File: config.mk
export PLATFORM = sky130hd
export DESIGN_NAME = mc_control_flat
export DESIGN_NICKNAME = d
export VERILOG_FILES = /design/src/rtl/mc_pkg.sv /design/src/rtl/mc_if.sv /design/src/rtl/mc_mem_timer.sv /design/src/rtl/mc_control.sv /design/src/flat_wrapper.sv
export SDC_FILE = /design/constraint.sdc
export NUM_CORES = 1
export LEC_CHECK = 0
export ABC_AREA = 1
export BUFFER_PORTS_ARGS = -buffer_cell sky130_fd_sc_hd__buf_2
export CAP_MARGIN = 5
export CORE_UTILIZATION = 47
export CTS_CLUSTER_DIAMETER = 50
export DETAILED_ROUTE_END_ITERATION = 10
export PLACE_DENSITY_LB_ADDON = 0.3
export SLEW_MARGIN = 20
export SYNTH_ARGS = -nofsm -noshare
export SYNTH_HDL_FRONTEND = slang
export SYNTH_SLANG_ARGS = --single-unit
File: constraint.sdc
create_clock -name clk -period 1.85 [get_ports clk]
set_input_delay 0.0925 -clock clk [delete_from_list [all_inputs] [get_ports clk]]
set_output_delay 0.0925 -clock clk [all_outputs]
set_load 0.02 [all_outputs]
File: src/rtl/mc_pkg.sv
// mc_pkg: shared types and constants for the multicycle MIPS controller.
//   state_t  - controller FSM states (4 bits, also exported on the debug port)
//   alu_op_t - ALU operation request (3 bits)
//   OP_*     - opcodes decoded in DECODE
//   *_SEL    - datapath mux select encodings
package mc_pkg;

  typedef enum logic [3:0] {
    FETCH    = 4'd0,
    DECODE   = 4'd1,
    MEM_ADDR = 4'd2,
    MEM_RD   = 4'd3,
    MEM_WB   = 4'd4,
    MEM_WR   = 4'd5,
    R_EXEC   = 4'd6,
    R_WB     = 4'd7,
    BRANCH   = 4'd8,
    I_EXEC   = 4'd9,
    I_WB     = 4'd10,
    JUMP     = 4'd11,
    TRAP     = 4'd12
  } state_t;

  typedef enum logic [2:0] {
    ALU_ADD   = 3'd0,
    ALU_SUB   = 3'd1,
    ALU_FUNCT = 3'd2,
    ALU_AND   = 3'd3,
    ALU_OR    = 3'd4
  } alu_op_t;

  localparam logic [5:0] OP_RTYPE = 6'h00;
  localparam logic [5:0] OP_LW    = 6'h23;
  localparam logic [5:0] OP_SW    = 6'h2B;
  localparam logic [5:0] OP_BEQ   = 6'h04;
  localparam logic [5:0] OP_ADDI  = 6'h08;
  localparam logic [5:0] OP_ANDI  = 6'h0C;
  localparam logic [5:0] OP_ORI   = 6'h0D;
  localparam logic [5:0] OP_J     = 6'h02;

  localparam logic [1:0] PC_SEL_ALU    = 2'd0;
  localparam logic [1:0] PC_SEL_ALUOUT = 2'd1;
  localparam logic [1:0] PC_SEL_JUMP   = 2'd2;

  localparam logic       SRCA_SEL_PC = 1'b0;
  localparam logic       SRCA_SEL_A  = 1'b1;

  localparam logic [1:0] SRCB_SEL_B      = 2'd0;
  localparam logic [1:0] SRCB_SEL_FOUR   = 2'd1;
  localparam logic [1:0] SRCB_SEL_IMM    = 2'd2;
  localparam logic [1:0] SRCB_SEL_IMM_SH = 2'd3;

  localparam logic IORD_SEL_PC     = 1'b0;
  localparam logic IORD_SEL_ALUOUT = 1'b1;
  localparam logic DST_SEL_RT      = 1'b0;
  localparam logic DST_SEL_RD      = 1'b1;
  localparam logic WB_SEL_ALUOUT   = 1'b0;
  localparam logic WB_SEL_MDR      = 1'b1;

  // ALU operation for the I-type arithmetic/logic group.
  function automatic alu_op_t imm_alu_op(input logic [5:0] op);
    case (op)
      OP_ANDI: return ALU_AND;
      OP_ORI:  return ALU_OR;
      default: return ALU_ADD;
    endcase
  endfunction

  // Logical immediates are zero-extended, everything else sign-extended.
  function automatic logic imm_zero_ext(input logic [5:0] op);
    return (op == OP_ANDI) || (op == OP_ORI);
  endfunction

endpackage

File: src/rtl/mc_if.sv
// mc_if: controller <-> datapath/memory signal bundle.
//   master - controller side: consumes opcode/funct/zero/mem_ready,
//            drives selects, enables, memory request and status.
//   slave  - datapath side, mirror image.
// Memory handshake: mem_req is held high for the whole request; the request
// completes in the cycle where mem_req and mem_ready are both high.
// mem_ready while mem_req is low carries no meaning and is ignored.
interface mc_if;
  import mc_pkg::*;

  logic [5:0] opcode;
  logic [5:0] funct;
  logic       zero;
  logic       mem_ready;
  logic       mem_req;
  logic       mem_we;
  logic       iord;
  logic       ir_we;
  logic       pc_we;
  logic [1:0] pc_src;
  logic       reg_we;
  logic       reg_dst;
  logic       mem_to_reg;
  logic       alu_src_a;
  logic [1:0] alu_src_b;
  alu_op_t    alu_op;
  logic       ext_zero;
  logic       illegal;
  logic       mem_err;
  state_t     state;

  modport master (
    input  opcode, funct, zero, mem_ready,
    output mem_req, mem_we, iord, ir_we, pc_we, pc_src, reg_we, reg_dst,
           mem_to_reg, alu_src_a, alu_src_b, alu_op, ext_zero, illegal,
           mem_err, state
  );

  modport slave (
    output opcode, funct, zero, mem_ready,
    input  mem_req, mem_we, iord, ir_we, pc_we, pc_src, reg_we, reg_dst,
           mem_to_reg, alu_src_a, alu_src_b, alu_op, ext_zero, illegal,
           mem_err, state
  );

endinterface

File: src/rtl/mc_mem_timer.sv
// mc_mem_timer: counts stalled memory-request cycles.
//   clk, rst  - clock, synchronous active-high reset (clears the count)
//   count_i   - request pending and not yet acknowledged this cycle
//   clear_i   - handshake completed this cycle
//   expire_o  - this stalled cycle is the MEM_TIMEOUT-th one in a row
// MEM_TIMEOUT = 0 disables expiry.
module mc_mem_timer #(
  parameter int MEM_TIMEOUT = 0
) (
  input  logic clk,
  input  logic rst,
  input  logic count_i,
  input  logic clear_i,
  output logic expire_o
);

  localparam int CW = (MEM_TIMEOUT > 1) ? $clog2(MEM_TIMEOUT) : 1;
  localparam logic [CW-1:0] LIMIT = (MEM_TIMEOUT > 0) ? CW'(MEM_TIMEOUT - 1) : '0;

  logic [CW-1:0] cnt_q, cnt_d;

  // The count holds the number of earlier stalled cycles, so the cycle that
  // sees cnt_q == MEM_TIMEOUT-1 while still stalled is the one that expires.
  assign expire_o = (MEM_TIMEOUT > 0) && count_i && (cnt_q == LIMIT);

  always_comb begin
    cnt_d = cnt_q;
    if (clear_i)
      cnt_d = '0;
    else if (count_i && !expire_o)
      cnt_d = cnt_q + CW'(1);
  end

  always_ff @(posedge clk) begin
    if (rst) cnt_q <= '0;
    else     cnt_q <= cnt_d;
  end

endmodule

File: src/rtl/mc_control.sv
// mc_control: Moore controller for the multicycle MIPS datapath.
//   clk, rst - clock, synchronous active-high reset
//   bus      - mc_if.master: opcode/funct/zero/mem_ready in; PC/IR/regfile
//              enables, mux selects, ALU op, imm extension, memory request,
//              sticky illegal/mem_err flags and debug state out.
// Outputs decode the current state only; the FETCH IR/PC strobes follow
// mem_ready and the BRANCH PC strobe follows zero within the same cycle.
// All outputs are held at 0 while rst is high.
module mc_control
  import mc_pkg::*;
#(
  parameter int MEM_TIMEOUT = 0
) (
  input logic   clk,
  input logic   rst,
  mc_if.master  bus
);

  state_t state_q;
  logic   illegal_q, mem_err_q;
  logic   tmo_expire;

  mc_mem_timer #(.MEM_TIMEOUT(MEM_TIMEOUT)) u_timer (
    .clk      (clk),
    .rst      (rst),
    .count_i  (bus.mem_req && !bus.mem_ready),
    .clear_i  (bus.mem_req && bus.mem_ready),
    .expire_o (tmo_expire)
  );

  always_ff @(posedge clk) begin
    if (rst) begin
      state_q   <= FETCH;
      illegal_q <= 1'b0;
      mem_err_q <= 1'b0;
    end else begin
      case (state_q)
        FETCH, MEM_RD, MEM_WR: begin
          // A handshake on the limit cycle wins over the timeout.
          if (bus.mem_ready) begin
            state_q <= (state_q == FETCH)  ? DECODE :
                       (state_q == MEM_RD) ? MEM_WB : FETCH;
          end else if (tmo_expire) begin
            state_q   <= TRAP;
            mem_err_q <= 1'b1;
          end
        end
        DECODE: begin
          case (bus.opcode)
            OP_RTYPE:               state_q <= R_EXEC;
            OP_LW, OP_SW:           state_q <= MEM_ADDR;
            OP_BEQ:                 state_q <= BRANCH;
            OP_ADDI, OP_ANDI, OP_ORI: state_q <= I_EXEC;
            OP_J:                   state_q <= JUMP;
            default: begin
              state_q   <= TRAP;
              illegal_q <= 1'b1;
            end
          endcase
        end
        MEM_ADDR: state_q <= (bus.opcode == OP_LW) ? MEM_RD : MEM_WR;
        R_EXEC:   state_q <= R_WB;
        I_EXEC:   state_q <= I_WB;
        TRAP:     state_q <= TRAP;
        default:  state_q <= FETCH;  // MEM_WB, R_WB, BRANCH, I_WB, JUMP
      endcase
    end
  end

  always_comb begin
    bus.mem_req    = 1'b0;
    bus.mem_we     = 1'b0;
    bus.iord       = IORD_SEL_PC;
    bus.ir_we      = 1'b0;
    bus.pc_we      = 1'b0;
    bus.pc_src     = PC_SEL_ALU;
    bus.reg_we     = 1'b0;
    bus.reg_dst    = DST_SEL_RT;
    bus.mem_to_reg = WB_SEL_ALUOUT;
    bus.alu_src_a  = SRCA_SEL_PC;
    bus.alu_src_b  = SRCB_SEL_B;
    bus.alu_op     = ALU_ADD;
    bus.ext_zero   = 1'b0;
    bus.illegal    = 1'b0;
    bus.mem_err    = 1'b0;
    bus.state      = FETCH;
    if (!rst) begin
      bus.state   = state_q;
      bus.illegal = illegal_q;
      bus.mem_err = mem_err_q;
      case (state_q)
        FETCH: begin
          bus.mem_req   = 1'b1;
          bus.alu_src_b = SRCB_SEL_FOUR;
          bus.ir_we     = bus.mem_ready;
          bus.pc_we     = bus.mem_ready;
        end
        DECODE:   bus.alu_src_b = SRCB_SEL_IMM_SH;  // branch target into ALUOut
        MEM_ADDR: begin
          bus.alu_src_a = SRCA_SEL_A;
          bus.alu_src_b = SRCB_SEL_IMM;
        end
        MEM_RD: begin
          bus.mem_req = 1'b1;
          bus.iord    = IORD_SEL_ALUOUT;
        end
        MEM_WB: begin
          bus.reg_we     = 1'b1;
          bus.mem_to_reg = WB_SEL_MDR;
        end
        MEM_WR: begin
          bus.mem_req = 1'b1;
          bus.mem_we  = 1'b1;
          bus.iord    = IORD_SEL_ALUOUT;
        end
        R_EXEC: begin
          bus.alu_src_a = SRCA_SEL_A;
          bus.alu_op    = ALU_FUNCT;
        end
        R_WB: begin
          bus.reg_we  = 1'b1;
          bus.reg_dst = DST_SEL_RD;
        end
        BRANCH: begin
          bus.alu_src_a = SRCA_SEL_A;
          bus.alu_op    = ALU_SUB;
          bus.pc_src    = PC_SEL_ALUOUT;
          bus.pc_we     = bus.zero;
        end
        I_EXEC: begin
          bus.alu_src_a = SRCA_SEL_A;
          bus.alu_src_b = SRCB_SEL_IMM;
          bus.alu_op    = imm_alu_op(bus.opcode);
          bus.ext_zero  = imm_zero_ext(bus.opcode);
        end
        I_WB: begin
          bus.reg_we   = 1'b1;
          // IR is stable, so the extension mode matches I_EXEC.
          bus.ext_zero = imm_zero_ext(bus.opcode);
        end
        JUMP: begin
          bus.pc_we  = 1'b1;
          bus.pc_src = PC_SEL_JUMP;
        end
        default: ;  // TRAP: status flags only
      endcase
    end
  end

endmodule

File: src/flat_wrapper.sv
// flat-port wrapper written by rule: the top's interface ports become plain ports
module mc_control_flat import mc_pkg::*;
#(
  parameter int MEM_TIMEOUT = 0
)
  (clk, rst, bus_opcode, bus_funct, bus_zero, bus_mem_ready, bus_mem_req, bus_mem_we, bus_iord, bus_ir_we, bus_pc_we, bus_pc_src, bus_reg_we, bus_reg_dst, bus_mem_to_reg, bus_alu_src_a, bus_alu_src_b, bus_alu_op, bus_ext_zero, bus_illegal, bus_mem_err, bus_state);
  mc_if bus_i ();
  input logic clk;
  input logic rst;
  input wire logic [$bits(bus_i.opcode)-1:0] bus_opcode;
  input wire logic [$bits(bus_i.funct)-1:0] bus_funct;
  input wire logic [$bits(bus_i.zero)-1:0] bus_zero;
  input wire logic [$bits(bus_i.mem_ready)-1:0] bus_mem_ready;
  output wire logic [$bits(bus_i.mem_req)-1:0] bus_mem_req;
  output wire logic [$bits(bus_i.mem_we)-1:0] bus_mem_we;
  output wire logic [$bits(bus_i.iord)-1:0] bus_iord;
  output wire logic [$bits(bus_i.ir_we)-1:0] bus_ir_we;
  output wire logic [$bits(bus_i.pc_we)-1:0] bus_pc_we;
  output wire logic [$bits(bus_i.pc_src)-1:0] bus_pc_src;
  output wire logic [$bits(bus_i.reg_we)-1:0] bus_reg_we;
  output wire logic [$bits(bus_i.reg_dst)-1:0] bus_reg_dst;
  output wire logic [$bits(bus_i.mem_to_reg)-1:0] bus_mem_to_reg;
  output wire logic [$bits(bus_i.alu_src_a)-1:0] bus_alu_src_a;
  output wire logic [$bits(bus_i.alu_src_b)-1:0] bus_alu_src_b;
  output wire logic [$bits(bus_i.alu_op)-1:0] bus_alu_op;
  output wire logic [$bits(bus_i.ext_zero)-1:0] bus_ext_zero;
  output wire logic [$bits(bus_i.illegal)-1:0] bus_illegal;
  output wire logic [$bits(bus_i.mem_err)-1:0] bus_mem_err;
  output wire logic [$bits(bus_i.state)-1:0] bus_state;
  assign bus_i.opcode = bus_opcode;
  assign bus_i.funct = bus_funct;
  assign bus_i.zero = bus_zero;
  assign bus_i.mem_ready = bus_mem_ready;
  assign bus_mem_req = bus_i.mem_req;
  assign bus_mem_we = bus_i.mem_we;
  assign bus_iord = bus_i.iord;
  assign bus_ir_we = bus_i.ir_we;
  assign bus_pc_we = bus_i.pc_we;
  assign bus_pc_src = bus_i.pc_src;
  assign bus_reg_we = bus_i.reg_we;
  assign bus_reg_dst = bus_i.reg_dst;
  assign bus_mem_to_reg = bus_i.mem_to_reg;
  assign bus_alu_src_a = bus_i.alu_src_a;
  assign bus_alu_src_b = bus_i.alu_src_b;
  assign bus_alu_op = bus_i.alu_op;
  assign bus_ext_zero = bus_i.ext_zero;
  assign bus_illegal = bus_i.illegal;
  assign bus_mem_err = bus_i.mem_err;
  assign bus_state = bus_i.state;
  mc_control #(.MEM_TIMEOUT(MEM_TIMEOUT)) u_core (.clk(clk), .rst(rst), .bus(bus_i));
endmodule
==> out/results.ini <==
[run_status]
outcome=finished, final reports clean

[sta]
finalHoldViolCount=0
setup-tns-final_ps=0
timing.final.setup_violations=0
timing.final.max_slew_violations=0
portion_of_the_clock_cycle_consumed_by_the_worst_path_in_the_final_layout_pct=88.2
timing.max_slew.rel_slack_pct=75.6
rsz0062_at_grt=false
hold-worst-slack_ps=230
post_route_skew_ps=1.55
layout_min_cycle_time_ps=1630
tightest_slew_ps=366
max_freq_mhz=613
fin_ws_ps=218

[clock_tree]
tritoncts_clock_tree=yes
clock_insertion_delay_worst_skew_ps=230
cts.root.buffer_cell=sky130_fd_sc_hd__clkbuf_4
worst_setup_hold_path_clk_slew_ps=40
cts_max_level=1
cts_buffer_depth=2
holdBufCountCts=0
cts_repair_resize_count=0
cts_setup_buffers=0
numClockSinks=6
numCtsBuffers=3

[worst_setup_path]
crit_required_ps=1760
ws_path_type=register to output pin
timing.rr.end=u_core.state_q[2]
sort_of_element_at_the_end_of_the_critical_path=output pin
cpMaxStageDelayCell=sky130_fd_sc_hd__dfxtp_1
worst_path_max_fanout=6
critical_path_buf_inv_count=2
crit_chain=inv_2, nor2_4, nand2_2, nor3_1, a21oi_1, nor2_1, buf_2
worst_path_largest_cell_delay_ps=410
cpLargestDelayFamily=simple AND/OR/NAND/NOR gates
cp-start-kind=register
worst_r2r_startpoint=u_core.state_q[1]
rr_worst_depth=8
ff2ff_setup_slack_ps=460
critical_path_arrival_ps=1540

[cells_and_area]
post_layout_util_pct=67.1
number_of_cells_in_the_finished_layout_apart_from_fillers=190
finish.net_count=193
areaGrowthSynthToFinish_pct=27.2
drive_gt1_share_pct=27.4
final.fill_count=130
insertedDiodeCount=0

[placed_design]
place_congestion=0.857
dp.cells=187
detailed_place_hpwl_mm=1.57
dpl_worst_slack_ps=490
portBuffers=32

[detailed_routing]
vias_per_cell=5.15
initialDrtViolationCount=34
route.vias.total=979
remaining_routing_drc_violations=0
drt-total-wl_mm=1.91
wl_per_cell_um=10.0
detail-route-antenna-nets=0
dr.pass1.iters=4

[logic_synthesis]
synthesis.area_per_instance_um2=5.01
mux_contribution_to_synthesized_area_pct=0
yosys_warnings=0
synthesis.instances=142
synth_area_in_simple_gates_pct=56.6
post_synth_fa_ha_maj_area_fraction_pct=0
asyncSetResetFlopFracSynth_pct=0
synth-seq-area-share_pct=16.9
post_synthesis_compound_gate_area_fraction_pct=11.8
ys_ff_latch=6
synth_top_family_by_area=simple AND/OR/NAND/NOR gates
synth_ff_type=sky130_fd_sc_hd__dfxtp_1
synth_area_um2=712
yosys.area_share.xor_xnor_pct=0
mappedNetlistNets=158
synth_enable_flop_cells=0
yosysUniqueCellTypes=19

[floorplanning]
core.rowCount=13
initial_core_utilization_pct=52.7
io_pins=39
core-area_um2=1350
die_height_um=40.9
horizontal_die_dimension_um=40.9
die_area_um2=1670

[global_routing]
grt_start_max_net_pins=24
track_usage_pct=27.1
via_count_of_the_first_global_routing_pass=753
grt-ovfl-total=0
initial_antenna_violation_count=0
wire_length_of_the_first_global_routing_pass_mm=3.05

[job]
timing.max_cap.violations=0

[pwr]
netSwitchingPower_w=0.000480
p_int_w=0.000415
share_seq_of_total_power_pct=22.7
share_clk_of_total_power_pct=12.4
vdd_drop_max_mv=0.639
total_leakage_power_nw=0.577
powerDensity_nw_per_um2=988
switching_share_pct=53.6
power_share_of_the_combinational_group_pct=64.9

[worst_hold_path]
min_to=u_core.state_q[0]
worstHoldPathCells=4
worst_hold_path_type=primary input to register
min_from=bus_mem_ready

[per-stage QoR]
stage / cell area, um2 / power, W
after global routing: 906 / 0.000984
after detailed placement: 883 / 0.000775
after global placement: 883 / 0.000762
after CTS: 906 / 0.000894
final: 906 / 0.000895
after floorplan: 712 / 0.000626
[logic make-up (layout without fill, tap and decap cells)]
family	count (synthesis)	after routing
simple gates	92	92
flops	6	6
buf+inv	28	61
compound gates	16	16
[state kept, by name (all words and copies together) (netlist names)]
| signal | count |
|---|---|
| u_core.state_q | 4 |
| u_core.mem_err_q | 1 |
| u_core.illegal_q | 1 |
[cell type report]
type | count | area, um2 | area share [%]
clock buffers | 3 | 22.5 | 2.49
inverters | 26 | 97.6 | 10.8
flip-flops and latches | 6 | 120 | 13.3
repair buffers | 32 | 160 | 17.7
well taps | 15 | 18.8 | 2.07
multi-input cells | 108 | 487 | 53.7
[worst register-to-register path, delay by kind of cell, from the launching register on]
kind	cells	cell delay, ps
simple gates	8	920
flops	1	360
[cell usage in the layout, fill, tap and decap left out, drive strengths merged, types with 3 or more instances in the layout]
master | Yosys | final
dfxtp | 6 | 6
nand2 | 33 | 33
buf | 0 | 32
nand3 | 17 | 17
nor2 | 35 | 35
clkbuf | 2 | 3
o21ai | 6 | 6
a21oi | 8 | 8
inv | 26 | 26
nor3 | 5 | 5
[synth_stat cells (2+ instances only)]
cell type                  count  area [um2]
sky130_fd_sc_hd__dfxtp_1       6         120
sky130_fd_sc_hd__nor2_1       30         113
sky130_fd_sc_hd__nor2_2        4        25.0
sky130_fd_sc_hd__a21oi_1       8        40.0
sky130_fd_sc_hd__o21ai_0       2        10.0
sky130_fd_sc_hd__inv_1        20        75.1
sky130_fd_sc_hd__nand3_1      16        80.1
sky130_fd_sc_hd__o21ai_1       4        20.0
sky130_fd_sc_hd__inv_2         6        22.5
sky130_fd_sc_hd__nand2_1      32         120
sky130_fd_sc_hd__clkbuf_1      2        7.51
sky130_fd_sc_hd__nor3_1        5        25.0
[routing by layer]
layer / GRT usage, % / vias to the layer above / part of all wire (%)
met4: 10.0 / 0 / 0
met1: 33.1 / 416 / 44
met3: 3.80 / 0 / 8.0
li1: - / 516 / -
met2: 47.3 / 47 / 48
met5: 0 / - / 0
[worst max-delay path by stage]
stage | start | end | slack (ps) | cells after the start
floorplan | u_core.state_q[0] | bus_alu_op[2] | 390 | 4
global route | u_core.state_q[0] | bus_alu_op[1] | 60 | 7
global placement | u_core.state_q[1] | u_core.state_q[2] | 480 | 8
CTS | u_core.state_q[1] | bus_pc_we | 230 | 6
finish | u_core.state_q[3] | bus_alu_op[0] | 220 | 7
detailed placement | u_core.state_q[1] | u_core.state_q[2] | 490 | 8
[power groups by stage]
| stage | clock network, W | logic (W) | registers (W) |
|---|---|---|---|
| floorplan | 0 | 0.000430 | 0.000196 |
| global placement | 0 | 0.000560 | 0.000202 |
| detailed placement | 0 | 0.000572 | 0.000203 |
| CTS | 0.000118 | 0.000575 | 0.000201 |
| global route | 0.000125 | 0.000652 | 0.000207 |
| finish | 0.000111 | 0.000581 | 0.000203 |
No activity file was read; power rests on OpenSTA's default activity.
